$ cat config.mk
export PLATFORM = sky130hd
export DESIGN_NAME = id_ex_stage
export DESIGN_NICKNAME = d
export VERILOG_FILES = /design/src/rtl/id_ex_stage.sv
export SDC_FILE = /design/constraint.sdc
export NUM_CORES = 1
export LEC_CHECK = 0
export ABC_AREA = 1
export CAP_MARGIN = 20
export CORE_AREA = 2 2 162 164
export CTS_CLUSTER_SIZE = 16
export DETAILED_ROUTE_END_ITERATION = 8
export DIE_AREA = 0 0 164 166
export SLEW_MARGIN = 20
export SYNTH_ARGS = -nofsm -noshare
export SYNTH_HDL_FRONTEND = slang
export SYNTH_SLANG_ARGS = --single-unit
export TNS_END_PERCENT = 5
$ cat constraint.sdc
create_clock -name clk -period 3.41 [get_ports clk]
set_input_delay 0.8525 -clock clk [delete_from_list [all_inputs] [get_ports clk]]
set_output_delay 0.8525 -clock clk [all_outputs]
set_load 0.01 [all_outputs]
$ cat src/rtl/id_ex_stage.sv
// ID/EX pipeline register for the RV32I core: captures the decode bundle into EX,
// inserts one bubble per load-use hazard, squashes on EX redirects, and counts both events.
module id_ex_stage #(
  parameter int XLEN  = 32,
  parameter int CNT_W = 16
) (
  input  logic             clk,
  input  logic             reset,
  input  logic             valid_d,
  input  logic             regwrite_d,
  input  logic [1:0]       resultsrc_d,
  input  logic             memwrite_d,
  input  logic             jump_d,
  input  logic             branch_d,
  input  logic [2:0]       alucontrol_d,
  input  logic             alusrc_d,
  input  logic             use_rs1_d,
  input  logic             use_rs2_d,
  input  logic [XLEN-1:0]  rd1_d,
  input  logic [XLEN-1:0]  rd2_d,
  input  logic [XLEN-1:0]  immext_d,
  input  logic [XLEN-1:0]  pc_d,
  input  logic [XLEN-1:0]  pcplus4_d,
  input  logic [4:0]       rs1_d,
  input  logic [4:0]       rs2_d,
  input  logic [4:0]       rd_d,
  input  logic             flush_e,
  output logic             valid_e,
  output logic             regwrite_e,
  output logic [1:0]       resultsrc_e,
  output logic             memwrite_e,
  output logic             jump_e,
  output logic             branch_e,
  output logic [2:0]       alucontrol_e,
  output logic             alusrc_e,
  output logic [XLEN-1:0]  rd1_e,
  output logic [XLEN-1:0]  rd2_e,
  output logic [XLEN-1:0]  immext_e,
  output logic [XLEN-1:0]  pc_e,
  output logic [XLEN-1:0]  pcplus4_e,
  output logic [4:0]       rs1_e,
  output logic [4:0]       rs2_e,
  output logic [4:0]       rd_e,
  output logic             stall_f,
  output logic             stall_d,
  output logic [CNT_W-1:0] bubble_cnt,
  output logic [CNT_W-1:0] flush_cnt
);

  localparam logic [CNT_W-1:0] CNT_MAX = '1;

  logic lu;
  logic load_bubble;

  // Load in EX whose (nonzero) destination is read by the live decode instruction.
  always_comb begin
    lu = valid_e & (resultsrc_e == 2'b01) & (rd_e != 5'd0) & valid_d &
         ((use_rs1_d & (rs1_d == rd_e)) | (use_rs2_d & (rs2_d == rd_e)));
  end

  // Stall contract: while stall_f/stall_d are high, fetch and decode hold their
  // registers, so the same decode bundle is presented again on the next cycle.
  assign load_bubble = lu & ~flush_e & ~reset;
  assign stall_f     = load_bubble;
  assign stall_d     = load_bubble;

  always_ff @(posedge clk) begin
    if (reset || flush_e || lu) begin
      valid_e      <= 1'b0;
      regwrite_e   <= 1'b0;
      resultsrc_e  <= 2'b00;
      memwrite_e   <= 1'b0;
      jump_e       <= 1'b0;
      branch_e     <= 1'b0;
      alucontrol_e <= 3'b000;
      alusrc_e     <= 1'b0;
      rd1_e        <= '0;
      rd2_e        <= '0;
      immext_e     <= '0;
      pc_e         <= '0;
      pcplus4_e    <= '0;
      rs1_e        <= 5'd0;
      rs2_e        <= 5'd0;
      rd_e         <= 5'd0;
    end else begin
      // Architectural side effects are gated by valid; data rides along regardless.
      valid_e      <= valid_d;
      regwrite_e   <= regwrite_d & valid_d;
      resultsrc_e  <= resultsrc_d;
      memwrite_e   <= memwrite_d & valid_d;
      jump_e       <= jump_d & valid_d;
      branch_e     <= branch_d & valid_d;
      alucontrol_e <= alucontrol_d;
      alusrc_e     <= alusrc_d;
      rd1_e        <= rd1_d;
      rd2_e        <= rd2_d;
      immext_e     <= immext_d;
      pc_e         <= pc_d;
      pcplus4_e    <= pcplus4_d;
      rs1_e        <= rs1_d;
      rs2_e        <= rs2_d;
      rd_e         <= rd_d;
    end

    if (reset) begin
      bubble_cnt <= '0;
      flush_cnt  <= '0;
    end else if (flush_e) begin
      if (flush_cnt != CNT_MAX) flush_cnt <= flush_cnt + 1'b1;
    end else if (lu) begin
      if (bubble_cnt != CNT_MAX) bubble_cnt <= bubble_cnt + 1'b1;
    end
  end

endmodule

==> flow_metrics.py <==
metrics = {
    "status": {
        "status": "finished clean",
    },
    "routing": {
        "dr_total_vias": 6591,
        "antenna_left": 0,
        "wirelength_mm": 23.67,
        "routed_via_density": 3.905,
        "post-route-drc-count": 0,
        "first_iter_violations": 235,
        "wire_per_inst_um": 14.02,
        "firstDrtPassIters": 4,
    },
    "yosys": {
        "yosys_warnings": 0,
        "synth-edff-count": 0,
        "ys_ff_latch": 218,
        "synth_top_family_by_area": "simple AND/OR/NAND/NOR gates",
        "synth.area.top_cells": "dfxtp_1 (61%), nor2_1 (13%), inv_1 (11%), nand2_1 (5.3%), buf_4 (1.9%)",
        "syn_nets": 1096,
        "synthAdderAreaFrac_pct": 0.3470,
        "netlist.area_leader.share_pct": 60.52,
        "synthArstFlopShare_pct": 0,
        "syn_area_mm2": 0.007211,
        "synth_compound_area_share_pct": 1.961,
        "ys_top_cells_by_count": "nor2_1 (246), inv_1 (219), dfxtp_1 (218), nand2_1 (101), nand3_1 (19)",
        "synthCells": 903,
        "ys_seq_area_share_pct": 60.52,
        "synth_area_leader_cell": "dfxtp_1",
        "synthSimpleGateAreaFrac_pct": 22.92,
        "yosys-mux-area-fraction_pct": 0,
        "syn_area_per_cell_um2": 7.985,
        "synthXorXnorAreaFrac_pct": 0.1215,
        "synth_ff_type": "dfxtp_1",
        "synth_cell_type_count": 30,
        "yosysMostFrequentCell": "nor2_1",
    },
    "power": {
        "vdd_drop_max_mv": 0.3057,
        "netSwitchingPower_mw": 1.295,
        "p_sw_share_pct": 21.32,
        "leakage_nw": 5.711,
        "power_density_mw_per_mm2": 482.0,
        "power_mw": 6.072,
        "power_frac_comb_pct": 10.4,
        "seq_power_share_pct": 43.9,
        "power.internal_mw": 4.777,
        "p_clk_share_pct": 45.8,
    },
    "timing": {
        "drv_slew": 0,
        "hold_violations": 0,
        "finalSetupViolCount": 0,
        "maxSlewHeadroom_pct": 66.03,
        "fin_crit_ps": 3216,
        "worst_pin_slew_ps": 508.3,
        "period_share_pct": 94.30,
        "clock.fmax_mhz": 311.0,
        "rsz0062_at_grt": "no",
        "hold_ws_ps": 471.3,
        "fin_worst_skew_ps": 8.901,
    },
    "hold_path": {
        "hold_path_depth": 2,
        "worstHoldPathType": "reg2reg",
    },
    "worst_setup_path": {
        "critical_path_cell_count": 10,
        "reg2reg_to": "pcplus4_e[0]",
        "crit_path_end_kind": "output port",
        "crit_type": "in2out",
        "r2r_slack_ps": 1310,
        "cp_data_arrival_time_ps": 2360,
        "cp_top_family": "buffers and inverters",
        "worst-r2r-cell-count": 11,
        "reg2reg_from": "rd_e[2]",
        "critical_path_buf_inv_count": 3,
        "cpPeakStageDelay_ps": 490,
        "worstPathMaxFanout": 2,
        "critPathCapture": "stall_f",
        "worstSetupStartpointType": "primary input",
        "cp_slowest_cell": "clkdlybuf4s50_1",
        "cp_cell_sequence": "clkdlybuf4s50_1, inv_1, nand2_1, nand2_1, nor2_1, nand3_1, nand2_2, nand3_2, nor2_1, dlygate4sd2_1",
        "cp.required_ps": 2560,
        "crit_start": "rs2_d[1]",
    },
    "clock_network": {
        "h-tree-depth": 1,
        "cts_made_buffers": 25,
        "cts_tree": "built",
        "postCtsHoldBufs": 0,
        "clock_path_buffers": 3,
        "cts_root_buf": "clkbuf_16",
        "clk_pin_slew_ps": 60,
        "clock-sinks": 218,
        "insertion_delay_ps": 510,
    },
    "final_layout": {
        "layout-drive-gt1-share_pct": 5.769,
        "fin_util_pct": 49.18,
        "fillerInstances": 2484,
        "synthToLayoutAreaGrowth_pct": 74.72,
        "nets": 1529,
    },
    "floorplan": {
        "initial_core_util_pct": 28.15,
        "die_area_mm2": 0.02722,
        "num_rows": 59,
        "io_pins": 411,
        "die_x_um": 164,
        "core_mm2": 0.02562,
        "fp.dieH_um": 166,
    },
    "global_route": {
        "antenna_found_initial": 1,
        "overflow": 0,
        "grt_pass1_vias": 6464,
        "grt_max_degree": 65,
        "grt_pass1_wl_mm": 35.67,
        "grt_usage_pct": 16.70,
    },
    "place": {
        "io_buffers": 410,
        "gp_congestion": 0.8100,
        "dpl.hpwl_mm": 18.25,
    },
    "run": {
        "drv_cap": 0,
    },
}
[state kept, by name, indices dropped and copies added, names as in the netlist, 2 cells and up]
name / cells
pc_e: 32
pcplus4_e: 32
rd2_e: 32
flush_cnt: 16
immext_e: 32
rs1_e: 5
alucontrol_e: 3
bubble_cnt: 16
resultsrc_e: 2
rs2_e: 5
rd_e: 5
rd1_e: 32
[cell usage in the layout (no fill, tap or decap), types with 2 or more instances in the layout]
cell type,n
buf_4,21
bufinv_16,4
clkbuf_16,25
nand4_1,10
a21oi_1,10
o21ai_0,11
nand2_1,101
dfxtp_1,218
nand3_1,19
clkbuf_8,5
o21ai_1,3
nor2_2,8
inv_1,219
clkinv_2,3
clkbuf_1,5
dlygate4sd2_1,2
ha_1,2
inv_2,5
clkdlybuf4s50_1,408
nor3_1,10
nand4_2,2
nor3b_1,2
nor2_1,246
[worst reg2reg max path: stages, from the launching register on]
cell and delay, ps:
dfxtp_1 420, inv_1 110, nand2_1 70, nand2_1 50
nor2_1 120, nand3_1 100, nand2_2 110, buf_4 140
nand2_1 120, nand3_4 250, buf_4 360, nor2_1 110
[cell type report]
| class | count | area (um^2) | area share (%) |
|---|---|---|---|
| diodes | 1 | 2.502 | 0.01986 |
| clock buffers | 35 | 713.2 | 5.661 |
| repair buffers | 432 | 4279 | 33.97 |
| clock inverters | 8 | 143.9 | 1.142 |
| multi-input cells | 435 | 1836 | 14.57 |
| well taps | 335 | 419.2 | 3.327 |
| flip-flops and latches | 218 | 4364 | 34.64 |
| inverters | 224 | 840.8 | 6.674 |
[metal layers]
metal / part of all wire (%) / routed length [um] / global-route usage, % / up-vias
met5: 0 / 0 / 0 / -
met4: 2.5 / 603 / 4.920 / 0
met3: 9.1 / 2165 / 5.320 / 41
met2: 49 / 11660 / 30.64 / 237
met1: 39 / 9242 / 18.17 / 2862
li1: - / - / - / 3451
[timing repair]
| action | in CTS | in global routing |
|---|---|---|
| endpoints found under the hold margin | 0 | 0 |
| setup buffers | 1 | 0 |
| resized for setup | 2 | 0 |
| setup endpoints to repair | 2 | 0 |
[kinds of logic after synthesis]
logic type                 after synthesis
xor gates and xnor gates                 1
AOI/OAI and AO/OA                       27
adders and majority gates                2
and+or+nand+nor                        405
DFF                                    218
buffers and inverters                  250
[worst min-delay path by stage]
stage,from,endpoint
finish,flush_cnt[14],flush_cnt[14]
CTS,flush_cnt[14],flush_cnt[14]
global placement,flush_cnt[14],flush_cnt[14]
floorplan,flush_cnt[14],flush_cnt[14]
global route,flush_cnt[5],flush_cnt[5]
detailed placement,flush_cnt[14],flush_cnt[14]
[power by group through the flow]
stage | sequential (mW) | clock, mW | combinational, mW
after global routing | 2.67 | 2.97 | 0.686
final | 2.66 | 2.78 | 0.630
after CTS | 2.66 | 2.87 | 0.640
after detailed placement | 2.72 | 0 | 0.635
after global placement | 2.72 | 0 | 0.632
after floorplan | 2.77 | 0 | 0.138
[through the flow]
stage          setup TNS, ps  instance area [um^2]  instances  setup WS [ps]
2_1_floorplan              0                  7211        903          680.0
3_3_place_gp          -233.6                 11730       1643         -117.3
3_5_place_dp          -217.9                 11730       1643         -109.1
4_1_cts                    0                 12600       1687          209.2
5_1_grt                    0                 12600       1688          33.66
6_report                   0                 12600       1688          194.5
No activity file was read; power rests on OpenSTA's default activity.
